File: src/rtl/key_event_arbiter.sv
// key_event_arbiter: synchronizes N key levels, turns their press/release
// edges into per-key 2-deep event queues, and drains those queues round-robin
// onto one registered valid/ready event stream.
//
// Handshake: an event is transferred on a rising clk edge where evt_valid and
// evt_ready are both high. While evt_valid is high and evt_ready is low, the
// event (evt_key, evt_press) is held stable. A new event may be presented in
// the same cycle the previous one is accepted.
module key_event_arbiter #(
    parameter int N_KEYS = 4,
    localparam int IDX_W = $clog2(N_KEYS)
) (
    input  logic              clk,
    input  logic              reset,
    input  logic [N_KEYS-1:0] keys,
    input  logic              evt_ready,
    input  logic              overrun_clr,
    output logic              evt_valid,
    output logic [IDX_W-1:0]  evt_key,
    output logic              evt_press,
    output logic [N_KEYS-1:0] overrun
);

    // Synchronizer and edge-detect state.
    logic [N_KEYS-1:0] sync1_q, sync2_q, prev_q;

    // Per-key queue: occupancy (0..2) and the type of the oldest entry.
    // The second entry is always the opposite type of the head.
    logic [N_KEYS-1:0][1:0] cnt_q, cnt_d;
    logic [N_KEYS-1:0]      head_q, head_d;

    logic [N_KEYS-1:0] overrun_q, overrun_d, overrun_set;

    // Output stage and round-robin pointer (last granted key).
    logic              valid_q, valid_d;
    logic [IDX_W-1:0]  key_q, key_d;
    logic              press_q, press_d;
    logic [IDX_W-1:0]  ptr_q, ptr_d;

    logic [N_KEYS-1:0] rise, fall, push, pending, pop;
    logic              load_en;
    logic              found;
    logic [IDX_W-1:0]  grant;
    logic [IDX_W:0]    cand_sum;
    logic [IDX_W-1:0]  cand;

    assign rise    = sync2_q & ~prev_q;
    assign fall    = ~sync2_q & prev_q;
    assign push    = rise | fall;
    assign load_en = ~valid_q | evt_ready;

    // Pending flags per key.
    always_comb begin
        pending = '0;
        for (int i = 0; i < N_KEYS; i++) begin
            pending[i] = (cnt_q[i] != 2'd0);
        end
    end

    // Round-robin search starting just after the last granted key.
    always_comb begin
        found    = 1'b0;
        grant    = '0;
        cand_sum = '0;
        cand     = '0;
        for (int k = 1; k <= N_KEYS; k++) begin
            cand_sum = {1'b0, ptr_q} + (IDX_W + 1)'(k);
            if (cand_sum >= (IDX_W + 1)'(N_KEYS)) begin
                cand_sum = cand_sum - (IDX_W + 1)'(N_KEYS);
            end
            cand = cand_sum[IDX_W-1:0];
            if (!found && pending[cand]) begin
                found = 1'b1;
                grant = cand;
            end
        end
    end

    // Pop strobe for the granted key when the output stage loads.
    always_comb begin
        pop = '0;
        for (int i = 0; i < N_KEYS; i++) begin
            pop[i] = load_en && found && (grant == IDX_W'(i));
        end
    end

    // Queue update: push on edge, pop on grant; a push into a full queue
    // without a simultaneous pop is dropped and flagged.
    always_comb begin
        cnt_d       = cnt_q;
        head_d      = head_q;
        overrun_set = '0;
        for (int i = 0; i < N_KEYS; i++) begin
            case ({push[i], pop[i]})
                2'b11: begin
                    head_d[i] = ~head_q[i];
                end
                2'b10: begin
                    if (cnt_q[i] == 2'd2) begin
                        overrun_set[i] = 1'b1;
                    end else begin
                        if (cnt_q[i] == 2'd0) begin
                            head_d[i] = rise[i];
                        end
                        cnt_d[i] = cnt_q[i] + 2'd1;
                    end
                end
                2'b01: begin
                    cnt_d[i]  = cnt_q[i] - 2'd1;
                    head_d[i] = ~head_q[i];
                end
                default: ;
            endcase
        end
    end

    // Sticky overrun flags; a new drop wins over a clear in the same cycle.
    always_comb begin
        overrun_d = (overrun_q & ~{N_KEYS{overrun_clr}}) | overrun_set;
    end

    // Output stage next state: load the granted event or go idle.
    always_comb begin
        valid_d = valid_q;
        key_d   = key_q;
        press_d = press_q;
        ptr_d   = ptr_q;
        if (load_en) begin
            if (found) begin
                valid_d = 1'b1;
                key_d   = grant;
                press_d = head_q[grant];
                ptr_d   = grant;
            end else begin
                valid_d = 1'b0;
            end
        end
    end

    // State registers with asynchronous clear.
    always_ff @(posedge clk or posedge reset) begin
        if (reset) begin
            sync1_q   <= '0;
            sync2_q   <= '0;
            prev_q    <= '0;
            cnt_q     <= '0;
            head_q    <= '0;
            overrun_q <= '0;
            valid_q   <= 1'b0;
            key_q     <= '0;
            press_q   <= 1'b0;
            ptr_q     <= IDX_W'(N_KEYS - 1);
        end else begin
            sync1_q   <= keys;
            sync2_q   <= sync1_q;
            prev_q    <= sync2_q;
            cnt_q     <= cnt_d;
            head_q    <= head_d;
            overrun_q <= overrun_d;
            valid_q   <= valid_d;
            key_q     <= key_d;
            press_q   <= press_d;
            ptr_q     <= ptr_d;
        end
    end

    assign evt_valid = valid_q;
    assign evt_key   = key_q;
    assign evt_press = press_q;
    assign overrun   = overrun_q;

endmodule

File: config.mk
export PLATFORM = sky130hd
export DESIGN_NAME = key_event_arbiter
export DESIGN_NICKNAME = d
export VERILOG_FILES = /design/src/rtl/key_event_arbiter.sv
export SDC_FILE = /design/constraint.sdc
export NUM_CORES = 1
export LEC_CHECK = 0
export ABC_AREA = 1
export BUFFER_PORTS_ARGS = -buffer_cell sky130_fd_sc_hd__buf_2
export CORE_MARGIN = 2
export CORE_UTILIZATION = 59
export CTS_CLUSTER_DIAMETER = 200
export DETAILED_ROUTE_END_ITERATION = 8
export HOLD_SLACK_MARGIN = 0.03
export PLACE_DENSITY_LB_ADDON = 0.08
export SLEW_MARGIN = 20
export SYNTH_ARGS = -nofsm -noshare
export SYNTH_HDL_FRONTEND = slang
export SYNTH_SLANG_ARGS = --single-unit
File: constraint.sdc
create_clock -name clk -period 2.63 [get_ports clk]
set_input_delay 0.526 -clock clk [delete_from_list [all_inputs] [get_ports clk]]
set_output_delay 0.526 -clock clk [all_outputs]
set_load 0.02 [all_outputs]
; ---- Word-level counts from Yosys, hierarchy flattened
; Index checks and enable logic that the tools add are counted.
[word_totals]
regBits = 34
inputBits = 8
out_inout_bits = 8
elab_cells = 174
[classes]
n_reduce_logical = 41
magnitude_cmp = 9
add_sub_neg = 16
n_eq_ne = 27
n_mux = 51
bitwise = 14
[op_table]
columns = operator, count
row1 = $eq 2x2->1 const B, 14
row2 = $mux 1, 26
row3 = $mux 2, 12
row4 = $reduce_bool 2->1, 12
row5 = $ne 2x2->1 const B, 8
row6 = $pmux 2 s2, 4
row7 = $sub 2x1->2 const B, 8
row8 = $lt 2x3->1 const B, 5
row9 = $and 4x4->4, 3
row10 = $ge 3x3->1 const B, 4
row11 = $not 4->4, 3
row12 = $reduce_and 3->1, 4
row13 = $bmux 1 s2, 5
row14 = $eq 2x1->1 const B, 5
row15 = $logic_not 2->1, 5
row16 = $reduce_and 2->1, 5
row17 = $add 2x1->2 const B, 4
row18 = $logic_and 1x1->1, 8
row19 = $or 4x4->4, 2
row20 = $pmux 1 s2, 4
row21 = $reduce_or 2->1, 4
row22 = $add 2x2->3 const B, 2
row23 = $not 1->1, 5
row24 = $add 2x1->3 const B, 1
row25 = 3 further kinds, 5

; ---- Longest topological paths before layout
; Gate-level depths: netlist of the first run.
[logic_depth]
word_depth = 21
depth_mapped = 18
depth_no_buf = 16

; ---- Worst setup path after synthesis of the first run
; No wires, ideal clock.
[synth_timing]
kind = reg2reg
from = reg ptr_q[0]
to = reg cnt_q[1] (netlist bit)
t_arrival_ns = 1.833
n_path_buf = 2
stages_incl_launch_ff = 18
period_less_slack_ns = 1.949
slack_ns = 0.681
setup_ns = 0.116
required_ns = 2.514
path_cell_list = dfstp_2 buf_6 inv_2 buf_6 nand2_1 nand2_2 nand3_1 nand2_2 nand2_1 nand2_1 nand2_2 nand2_1 nor2_4 nand3_1 nand3_1 nand2_1 nand2_1 nand2_1
[synth_via]
elab_chain_len = 20
word_cells_on_any_way = 47
classes_between = add/sub (8) / order compare (4) / eq/ne (3) / mux (21) / reduce/logical (11)
[synth_lines]
columns = element, line
row1 = "start, declared", 38  ; logic [IDX_W-1:0] ptr_q, ptr_d;
row2 = "start signal, assigned", 152  ; ptr_q <= IDX_W'(N_KEYS - 1);
row3 = "start signal, assigned", 163  ; ptr_q <= ptr_d;
row4 = $add 2x1->3, 67  ; cand_sum = {1'b0, ptr_q} + (IDX_W + 1)'(k);
row5 = $ge 3x3->1 or $sub 2x1->2 (tied branches), "68, 69"
row6 = $mux 2, 68  ; if (cand_sum >= (IDX_W + 1)'(N_KEYS)) begin
row7 = $bmux 1 s2, 72  ; if (!found && pending[cand]) begin
row8 = $mux 1 (not written as such), 72
row9 = $mux 1, 72
row10 = $logic_not 1->1, 72
row11 = $logic_and 1x1->1, 72
row12 = (+4 left out), n/a
row13 = $logic_not 1->1, 72
row14 = $logic_and 1x1->1, 72
row15 = $mux 2 or $mux 1 (tied branches), 72
row16 = $logic_not 2->1 or $logic_and 1x1->1 (tied branches), 83  ; pop[i] = load_en && found && (grant == IDX_W'(i));
row17 = $logic_and 1x1->1 *, 83
row18 = $eq 2x2->1 or $eq 2x1->1 (tied branches), 94  ; case ({push[i], pop[i]})
row19 = $ne 2x2->1 (no source line) or $reduce_bool 2->1 (tied branches), n/a
row20 = $reduce_and 2->1 (no source line), n/a
row21 = "end signal, assigned", 157  ; cnt_q <= cnt_d;
row22 = "end, declared", 29  ; logic [N_KEYS-1:0][1:0] cnt_q, cnt_d;
; Every way passes the cells marked *; elsewhere a longest branch is shown, timed or not. The select of a mux whose other input is x is not followed.
; A chain may end at the register's enable or synchronous reset.

; ---- Worst setup path after layout of the first run
[layout_timing]
from = reg ptr_q[0]
to = reg cnt_q[0] (netlist bit)
; Same word-level chain as after synthesis.

==> key figures, run 1 <==
Timing
  – Pins over their slew limit: 0
  – Fmax: 456 MHz
  – Final period utilization: a little over four fifths
  – Max-Slew Margin vs Limit: between 70% and 80%
  – Hold Fails Final Rpt: 0
  – RSZ-0062 raised after global routing: false
  – Slew @ Worst Pin: between 0.4 and 0.5 ns
  – Clock skew: approximately 0.012 ns
  – Setup ws final: around 0.44 ns
  – Period minus WS final: roughly 2.2 ns
  – Setup violators final: 0
  – Setup TNS: 0 ns

Synth
  – Yosys warns: 0
  – Post-Syn Area: 1920 µm²
  – Synth cell types: 26
  – Synthesized Nets: 251
  – Syn Inst Count: 239
  – Post-synthesis register bit count: 34
  – Sequential share of the synthesized area: between 40% and 50%
  – Avg Inst Size Synth: between 8 and 9 µm²

Clock network
  – CTS tree: yes
  – Num CTS Buffers: 5
  – Worst-path clk slew: around 0.11 ns
  – Number of hold buffers added after CTS: 0
  – # resized after CTS: 0
  – Clock Path Buffers: 2
  – Post-CTS Setup Inserts: 0
  – Clock Sink Count: 34
  – Clock root cell: clkbuf_4
  – Clk_lat worst skew: about 0.34 ns
  – H-tree Lvls: 2

Drt
  – Detailed Route WL: ~3.5 mm
  – DRC: 0
  – Antenna-violating nets left: 0
  – Via density: 5.09
  – WL per Instance: 11.6 µm
  – Starting DRT DRC Count: between 80 and 90
  – DR vias: 1558
  – DRT Pass-1 Iters: 4

Worst setup path
  – Slowest stage delay, CP: about 0.62 ns
  – Crit Path Max Fanout: 11
  – Worst Reg-to-Reg Cells: 15
  – Critical path, cell by cell: inv_2 -> nand2_1 -> nand2_1 -> nand3_1 -> nand2_2 -> nand2_1 -> nand2_1 -> nand2_2 -> nand2_1 -> nor2_4 -> nand3_1 -> nand3_1 -> nand2_1 -> nand2_1 -> nand2_1
  – Origin of the critical flop-to-flop path: ptr_q[0]
  – Crit path kind: reg -> reg
  – Most used cell, CP: nand2_1
  – Crit start category: flop
  – Crit-path leading delay family: simple AND/OR/NAND/NOR gates
  – Crit path buffers/inverters: 1
  – Setup slack, reg-to-reg: 0.44 ns
  – Critical path endpoint category: flop
  – CP required: 2.86 ns
  – Slowest-stage cell, CP: dfstp_2
  – CP Data Arrival Time: 2.42 ns
  – FF-to-FF End: cnt_q[0]

Status
  – Outcome: complete, no violations

Placement
  – Buffers on Ports: 15
  – Placer congestion estimate: around 0.95
  – Placed inst area: ~2000 µm²
  – DPL Wire Length: about 2.7 mm
  – Placement Setup Slack: 0.461 ns

Run
  – Max-cap viol count: 0

Global route
  – Largest net degree at the start of global routing: 35
  – Initial antenna violation count: 0
  – GRT Util Overall: 22.8%
  – Global-route wire length before repair: 6.10 mm
  – Vias in the first global route: between 1000 and 1500
  – GRT overflow: 0

Floorplan
  – Core ar.: 3080 µm²
  – Die area: between 3000 and 4000 µm²
  – I/O Pins: 16
  – Die Y: a little over 60 µm
  – Die width: 61.0 µm
  – Row Count: 20
  – Initial Util: around 62%

Worst hold path
  – Hold/Removal Path Class: in -> async

Finish
  – FILL cells: around 250
  – Area Overhead vs Synth: 9.73%
  – Design area: between 2000 and 2500 µm²
  – Share of cells above drive strength 1: 21.8%
  – Final core occ: between 60% and 70%
  – Nets: between 200 and 300
  – Antenna diode instance count: 0
worst max path at each step:
stage | from | cells past startpoint | to | slack [ns]
floorplan | ptr_q[0] | 17 | cnt_q[1] | 0.68
global placement | ptr_q[0] | 15 | cnt_q[0] | 0.42
detailed placement | ptr_q[0] | 15 | cnt_q[0] | 0.46
CTS | ptr_q[0] | 15 | cnt_q[0] | 0.44
global route | ptr_q[0] | 15 | cnt_q[0] | 0.24
finish | ptr_q[0] | 15 | cnt_q[0] | 0.44
final cells by class:
cell class	instances	area (µm²)	area share [%]
Clock inverter	2	12.5	0.595
Sequential cell	34	853	40.6
Inverter	33	126	6.01
Timing Repair Buffer	17	90.1	4.29
Multi-Input combinational cell	170	913	43.5
Tap cell	44	55.1	2.62
Clock buffer	6	51.3	2.44
through the flow:
step,hold WS [ns],instances
after floorplan,0.331,239
after global placement,0.334,298
after detailed placement,0.337,298
after CTS,0.272,306
after global routing,0.254,306
final,0.259,306
cells by family after synthesis:
group	Yosys count	share of synthesized area [%]
buffers and inverters	35	7.77
DFF	34	44.5
adders and majority gates	4	2.61
and+or+nand+nor	145	38.6
AOI/OAI and AO/OA	21	6.47
synth_stat cells, drive strengths merged:
cell	instances	area (µm²)
inv	33	126
nand3	33	203
o21ai	11	58.8
buf	2	22.5
nand4	4	25.0
a21oi	1	5.00
ha	4	50.1
dfrtp	32	801
nand2	91	393
nor2	16	111
nand3b	1	7.51
a21boi	1	7.51
o22ai	6	37.5
o211ai	2	15.0
dfstp	2	52.6
layer usage:
metal / part of all wire, % / routed length, µm / GRT usage [%]
met5: 0 / 0 / 0
met4: 2.2 / 77 / 8.39
met3: 4.8 / 172 / 7.25
met2: 44 / 1570 / 34.6
met1: 49 / 1730 / 30.8
worst register-to-register path: stages (launching register included):
cell	delay (ns)
dfstp_2	0.62
inv_2	0.12
nand2_1	0.09
nand2_1	0.11
nand3_1	0.15
nand2_2	0.09
nand2_1	0.06
nand2_1	0.06
nand2_2	0.08
nand2_1	0.09
nor2_4	0.19
nand3_1	0.15
nand3_1	0.12
nand2_1	0.05
nand2_1	0.05
nand2_1	0.05
placed cells by master (no fill, tap or decap), types with 2 or more instances in the layout:
cell | synthesis | final
dfstp_2 | 2 | 2
nand3_1 | 27 | 27
dfrtp_1 | 32 | 32
nand3_2 | 5 | 5
clkbuf_4 | 0 | 5
o22ai_1 | 6 | 6
nand2_1 | 80 | 80
nand2_4 | 2 | 2
inv_2 | 4 | 4
nand2_2 | 8 | 8
buf_2 | 0 | 15
inv_1 | 28 | 28
buf_4 | 0 | 2
o21ai_0 | 10 | 10
nor2_1 | 9 | 9
o211ai_1 | 2 | 2
nor2_2 | 2 | 2
nand4_1 | 4 | 4
nor2_4 | 4 | 4
ha_1 | 4 | 4
flip-flops by register name, indices dropped and copies added (netlist names):
name,flops
sync1_q,4
ptr_q,2
evt_press,1
evt_key,2
head_q,4
cnt_q,8
evt_valid,1
overrun,4
sync2_q,4
prev_q,4
Power of run 1 is left out: the tool's default activity adds up to more than one toggle a clock period on the data nets, which glitch-free logic cannot reach.
==> run 2, diff against run 1 <==
--- a/config.mk
+++ b/config.mk
@@ -8,7 +8,7 @@
 export ABC_AREA = 1
 export BUFFER_PORTS_ARGS = -buffer_cell sky130_fd_sc_hd__buf_2
 export CORE_MARGIN = 2
-export CORE_UTILIZATION = 59
+export CORE_UTILIZATION = 53
 export CTS_CLUSTER_DIAMETER = 200
 export DETAILED_ROUTE_END_ITERATION = 8
 export HOLD_SLACK_MARGIN = 0.03
==> constraint.sdc (replaced) <==
create_clock -name clk -period 1.8 [get_ports clk]
set_input_delay 0.36 -clock clk [delete_from_list [all_inputs] [get_ports clk]]
set_output_delay 0.36 -clock clk [all_outputs]
set_load 0.02 [all_outputs]
==> run 2 against run 1 <==
The run now ends with setup timing left. Critical endpoint is now cnt_q[5]. Maximum frequency up 4.7%. Die area is 11% higher. Count of clock-buffer cells in the layout is the same.
==> key figures, run 2 (same netlist as run 1, synthesis figures left out) <==
Clock network
  – Worst-path clk slew: 0.12 ns (about the same)
  – Clock Sink Count: 34 (unchanged)
  – Clock root cell: clkbuf_4
  – Clock Path Buffers: 2 (unchanged)
  – H-tree Lvls: 2 (unchanged)
  – Num CTS Buffers: 5 (unchanged)
  – Clk_lat worst skew: 0.34 ns (about the same)
  – CTS tree: yes

Drt
  – DR vias: 1709 (+9.7%)
  – Met3 wire length: 150 µm (-13%)
  – Antenna-violating nets left: 0 (unchanged)
  – Starting DRT DRC Count: 95 (+9.2%)
  – DRC: 0 (unchanged)
  – Detailed Route WL: 4.37 mm (+23%)
  – DRT Pass-1 Iters: 4 (unchanged)
  – Top Layer Used: met4
  – Wire length on met2: 2.22 mm (+42%)
  – Metal-1 WL: 1.94 mm (+12%)
  – WL per Instance: 13.0 µm (+12%)
  – Via density: 5.07 (-0.40%)

Finish
  – Nets: 302 (+11%)
  – Area Overhead vs Synth: 32.1%
  – Largest register FFs: 8 (unchanged)
  – Commonest non-fill, non-tap cell in the layout: nand2_1
  – Share of cells above drive strength 1: 38.8% (+17 points)
  – Antenna diode instance count: 0 (unchanged)
  – Largest register by flop count: cnt_q
  – FILL cells: 262 (+3.1%)
  – Most frequent cells in the layout: nand2_1 (68), dfrtp_1 (32), inv_1 (28), buf_4 (28), nand3_1 (19)

Placement
  – DPL Wire Length: 3.07 mm (+12%)
  – Buffers on Ports: 15 (unchanged)
  – Placer congestion estimate: 0.902 (-4.6%)

Worst setup path
  – Most used cell, CP: nand2_2
  – Crit Path Max Fanout: 8 (-3)
  – Crit path kind: reg -> reg
  – Crit start category: flop
  – Worst Reg-to-Reg Cells: 15 (unchanged)
  – Critical path, cell by cell: inv_6 -> nand2_2 -> nand2_2 -> nand3_2 -> nand2_2 -> nor2_4 -> nand2_4 -> nor2_4 -> nor2_8 -> nand2_8 -> inv_6 -> nand2_8 -> nand3_2 -> nand3_1 -> nand2_1
  – CP required: 2.03 ns (-0.83 ns)
  – Slowest-stage cell, CP: dfstp_2
  – Stages on worst setup path: 15 (unchanged)
  – Critical path endpoint category: flop
  – Slowest stage delay, CP: 0.65 ns (+0.03 ns)
  – CP Data Arrival Time: 2.32 ns (-0.10 ns)
  – Crit-path leading delay family: simple AND/OR/NAND/NOR gates
  – Crit path buffers/inverters: 2 (+1)

Timing
  – Slew @ Worst Pin: 0.417 ns (+0.00405 ns)
  – Max-Slew Margin vs Limit: 72.2% (-0.27 points)
  – Final period utilization: 116% (+33 points)
  – Clock skew: 0.0164 ns (+0.00411 ns)
  – RSZ-0062 raised after global routing: true
  – Hold WS: 0.0905 ns (-0.169 ns)
  – Period minus WS final: 2.09 ns (-0.0994 ns)
  – Setup violators final: 21 (+21)
  – Hold Fails Final Rpt: 0 (unchanged)
  – Pins over their slew limit: 0 (unchanged)
  – Setup TNS: -4.75 ns (-4.75 ns)
  – Fmax: 478 MHz (+4.7%)
  – Setup ws final: -0.294 ns (-0.731 ns)

Floorplan
  – I/O Pins: 16 (unchanged)
  – Die Y: 64.1 µm (+5.1%)
  – Die width: 64.1 µm (+5.1%)
  – Core ar.: 3420 µm² (+11%)
  – Die area: 4110 µm² (+11%)
  – Initial Util: 56.1% (-6.2 points)
  – Row Count: 21 (+5.0%)

Global route
  – Vias in the first global route: 1685 (+20%)
  – GRT Util Overall: 23.9% (+1.1 points)
  – Global-route wire length before repair: 7.53 mm (+24%)
  – GRT overflow: 0 (unchanged)
  – Initial antenna violation count: 0 (unchanged)
  – Largest net degree at the start of global routing: 35 (unchanged)

Run
  – Max-cap viol count: 0 (unchanged)

Status
  – Outcome: finished, violations left
  – Failing checks: setup timing

Worst hold path
  – Hold/Removal Path Class: in -> async
==> run 2: cell count changes in the layout (fill, tap and decap cells not counted), sizes merged <==
cell,change
buf,+29
==> run 2: worst reg2reg max path, cell delays in order, from the launching register on <==
cell     delay, ns
dfstp_2       0.65
inv_6         0.08
nand2_2       0.08
nand2_2       0.07
nand3_2       0.08
nand2_2       0.08
nor2_4        0.16
nand2_4       0.09
nor2_4        0.18
nor2_8        0.09
nand2_8       0.10
inv_6         0.05
nand2_8       0.06
nand3_2       0.07
nand3_1       0.07
nand2_1       0.06
==> run 2: repair_timing <==
| action | CTS | global route |
|---|---|---|
| pin swaps | 6 | 7 |
| gates resized for setup | 27 | 9 |
| setup endpoints to repair | 20 | 21 |
| hold buffers | 0 | 0 |
| cloned | 0 | 0 |
| setup buffers | 2 | 5 |
==> run 2: path summary, 6_finish.rpt <==
check,startpoint,endpoint,slack [ns]
worst max-delay path,ptr_q[0],cnt_q[5],-0.29
worst min-delay path,reset,head_q[0],0.09
worst max register to register,ptr_q[0],cnt_q[5],-0.29
worst min register to register,sync1_q[1],sync2_q[1],0.36
max in group asynchronous,reset,ptr_q[1],1.38
min in group clk,keys[1],sync1_q[1],0.11
==> run 2: layout make-up <==
| class | count | area [µm²] | share of cell area (%) |
|---|---|---|---|
| tap | 46 | 57.6 | 2.27 |
| clock buffer | 6 | 51.3 | 2.03 |
| multi-input combinational | 170 | 1090 | 43.2 |
| sequential | 34 | 853 | 33.7 |
| inverter | 33 | 134 | 5.29 |
| timing repair buffer | 46 | 328 | 13.0 |
| clock inverter | 2 | 12.5 | 0.495 |
==> run 2: layer usage <==
| metal | vias up | GRT usage, % |
|---|---|---|
| met2 | 36 | 41.3 |
| met1 | 800 | 29.9 |
| met3 | 6 | 4.75 |
| met5 | - | 0 |
| li1 | 867 | - |
| met4 | 0 | 8.24 |
==> run 2: through the flow <==
step / cells / setup WS [ns] / instance area, µm² / util [%]
after floorplan: 239 / -0.119 / 1950 / -
after global placement: 322 / -0.237 / 2240 / 65.7
after detailed placement: 322 / -0.277 / 2240 / 65.7
after CTS: 332 / -0.251 / 2440 / 71.6
after global routing: 337 / -0.412 / 2530 / 74.1
final: 337 / -0.294 / 2530 / 74.1
Power of run 2 is left out for the same reason.
==> run 3, diff against run 2 <==
--- a/config.mk
+++ b/config.mk
@@ -12,7 +12,7 @@
 export CTS_CLUSTER_DIAMETER = 200
 export DETAILED_ROUTE_END_ITERATION = 8
 export HOLD_SLACK_MARGIN = 0.03
-export PLACE_DENSITY_LB_ADDON = 0.08
+export PLACE_DENSITY = 0.75
 export SLEW_MARGIN = 20
 export SYNTH_ARGS = -nofsm -noshare
 export SYNTH_HDL_FRONTEND = slang
==> run 3 against run 2 <==
The run still ends with setup timing left. Global-route usage is 0.23 points lower. Sequential share of layout area down 3.3 points. Register-to-register slack lost 0.19 ns. Cell area is 11% higher. Die area is the same. Routed wire length increased by 24%. First-iteration DRC count rose by 43%.
==> key figures, run 3 (same netlist as run 1, synthesis figures left out) <==
Floorplan
  – Initial Util: 56.1% (unchanged)
  – Core ar.: 3420 µm² (unchanged)
  – Row Count: 21 (unchanged)
  – Die width: 64.1 µm (unchanged)
  – Die area: 4110 µm² (unchanged)
  – Die Y: 64.1 µm (unchanged)
  – I/O Pins: 16 (unchanged)

Clock network
  – Clock Sink Count: 34 (unchanged)
  – Num CTS Buffers: 5 (unchanged)
  – Clock root cell: clkbuf_4
  – Clock Path Buffers: 2 (unchanged)
  – CTS tree: yes
  – Clk_lat worst skew: 0.34 ns (about the same)
  – Worst-path clk slew: 0.11 ns (about the same)
  – H-tree Lvls: 2 (unchanged)

Global route
  – Global-route wire length before repair: 7.46 mm (-1.0%)
  – GRT Util Overall: 23.7% (-0.23 points)
  – GRT overflow: 0 (unchanged)
  – Initial antenna violation count: 0 (unchanged)
  – Largest net degree at the start of global routing: 15 (-57%)
  – Vias in the first global route: 1708 (+1.4%)

Timing
  – Setup violators final: 22 (+4.8%)
  – Period minus WS final: 2.28 ns (+0.187 ns)
  – Hold WS: 0.123 ns (+0.0326 ns)
  – RSZ-0062 raised after global routing: true
  – Final period utilization: 127% (+10 points)
  – Pins over their slew limit: 0 (unchanged)
  – Hold Fails Final Rpt: 0 (unchanged)
  – Setup ws final: -0.481 ns (-0.187 ns)
  – Slew @ Worst Pin: 0.466 ns (+0.0482 ns)
  – Max-Slew Margin vs Limit: 68.9% (-3.2 points)
  – Fmax: 438 MHz (-8.2%)
  – Clock skew: 0.0125 ns (-0.00388 ns)

Drt
  – DR vias: 1875 (+9.7%)
  – Detailed Route WL: 5.41 mm (+24%)
  – Starting DRT DRC Count: 136 (+43%)
  – DRT Pass-1 Iters: 5 (+1)
  – DRC: 0 (unchanged)
  – Via density: 5.37 (+5.9%)
  – WL per Instance: 15.5 µm (+20%)
  – Antenna-violating nets left: 0 (unchanged)

Worst setup path
  – Crit path kind: reg -> reg
  – CP required: 2.04 ns (about the same)
  – CP Data Arrival Time: 2.52 ns (+0.20 ns)
  – Critical path endpoint category: flop
  – Crit Path Max Fanout: 8 (unchanged)
  – Crit start category: flop

Finish
  – Reg area: 853 µm² (unchanged)
  – Area Overhead vs Synth: 46.6%
  – Commonest non-fill, non-tap cell in the layout: nand2_1
  – Most frequent cells in the layout: nand2_1 (51), buf_4 (35), dfrtp_1 (32), inv_1 (28), nand2_2 (23)
  – Area of the multi-input gates: 1250 µm² (+14%)
  – Antenna diode instance count: 0 (unchanged)
  – Nets: 314 (+4.0%)
  – Largest register by flop count: cnt_q
  – Share of cells above drive strength 1: 49.2% (+10 points)
  – Largest register FFs: 8 (unchanged)
  – FILL cells: 192 (-27%)

Placement
  – Placer congestion estimate: 0.866 (-4.0%)
  – Buffers on Ports: 15 (unchanged)
  – DPL Wire Length: 3.15 mm (+2.4%)

Status
  – Outcome: finished, violations left
  – Failing checks: setup timing

Run
  – Max-cap viol count: 0 (unchanged)

Worst hold path
  – Hold/Removal Path Class: in -> reg
[run 3: path summary, 6_finish.rpt]
kind                            start          to  slack (ns)  depth (start not counted)
max in group asynchronous       reset    ptr_q[0]        0.62                          4
max reg2reg                  ptr_q[0]    cnt_q[3]       -0.48                         14
max                          ptr_q[0]    cnt_q[3]       -0.48                         14
min in group asynchronous       reset   prev_q[1]        0.58                          3
min                           keys[2]  sync1_q[2]        0.12                          1
min reg2reg                sync1_q[3]  sync2_q[3]        0.36                          0
[run 3: worst max-delay path, stage by stage, from the launching register on]
cell and delay, ns:
dfstp_2 0.61, buf_12 0.14, inv_16 0.05, nand2_4 0.07
nand2_4 0.07, nand3_4 0.09, nand2_4 0.07, nor2_4 0.18
nand4_1 0.21, nand3_4 0.17, nand3_4 0.13, nand3_1 0.14
nand2_1 0.09, nand2_1 0.08, nand2_1 0.07
[run 3: area by class of cell]
class | count | share of cell area [%]
clock buffer | 7 | 1.96
sequential | 34 | 30.4
clock inverter | 1 | 0.178
timing repair buffer | 58 | 15.5
tap | 46 | 2.05
multi-input combinational | 170 | 44.6
inverter | 33 | 5.35
[run 3: what timing repair did]
item                       in CTS  in global routing
setup buffers                   4                 10
gates cloned                    0                  0
setup endpoints to repair      21                 21
resized for setup              18                 71
pin swaps                      10                 23
hold buffers                    1                  0
hold endpoints to repair        9                  0
[run 3: per-layer routing]
metal | global-route usage [%] | part of all wire, %
met1 | 31.2 | 39
met5 | 0 | 0
met2 | 38.5 | 51
met4 | 7.98 | 3.8
met3 | 5.46 | 6.0
[run 3: through the flow]
stage	utilization [%]	TNS, ns	std cells	instance area [µm²]	worst slack (ns)
final	82.2	-7.40	349	2810	-0.481
after CTS	71.5	-3.76	340	2440	-0.241
after global routing	82.2	-9.05	349	2810	-0.566
after floorplan	-	-1.11	239	1950	-0.119
after global placement	66.8	-2.48	327	2280	-0.223
after detailed placement	66.8	-3.38	327	2280	-0.275
Power of run 3 is left out for the same reason.
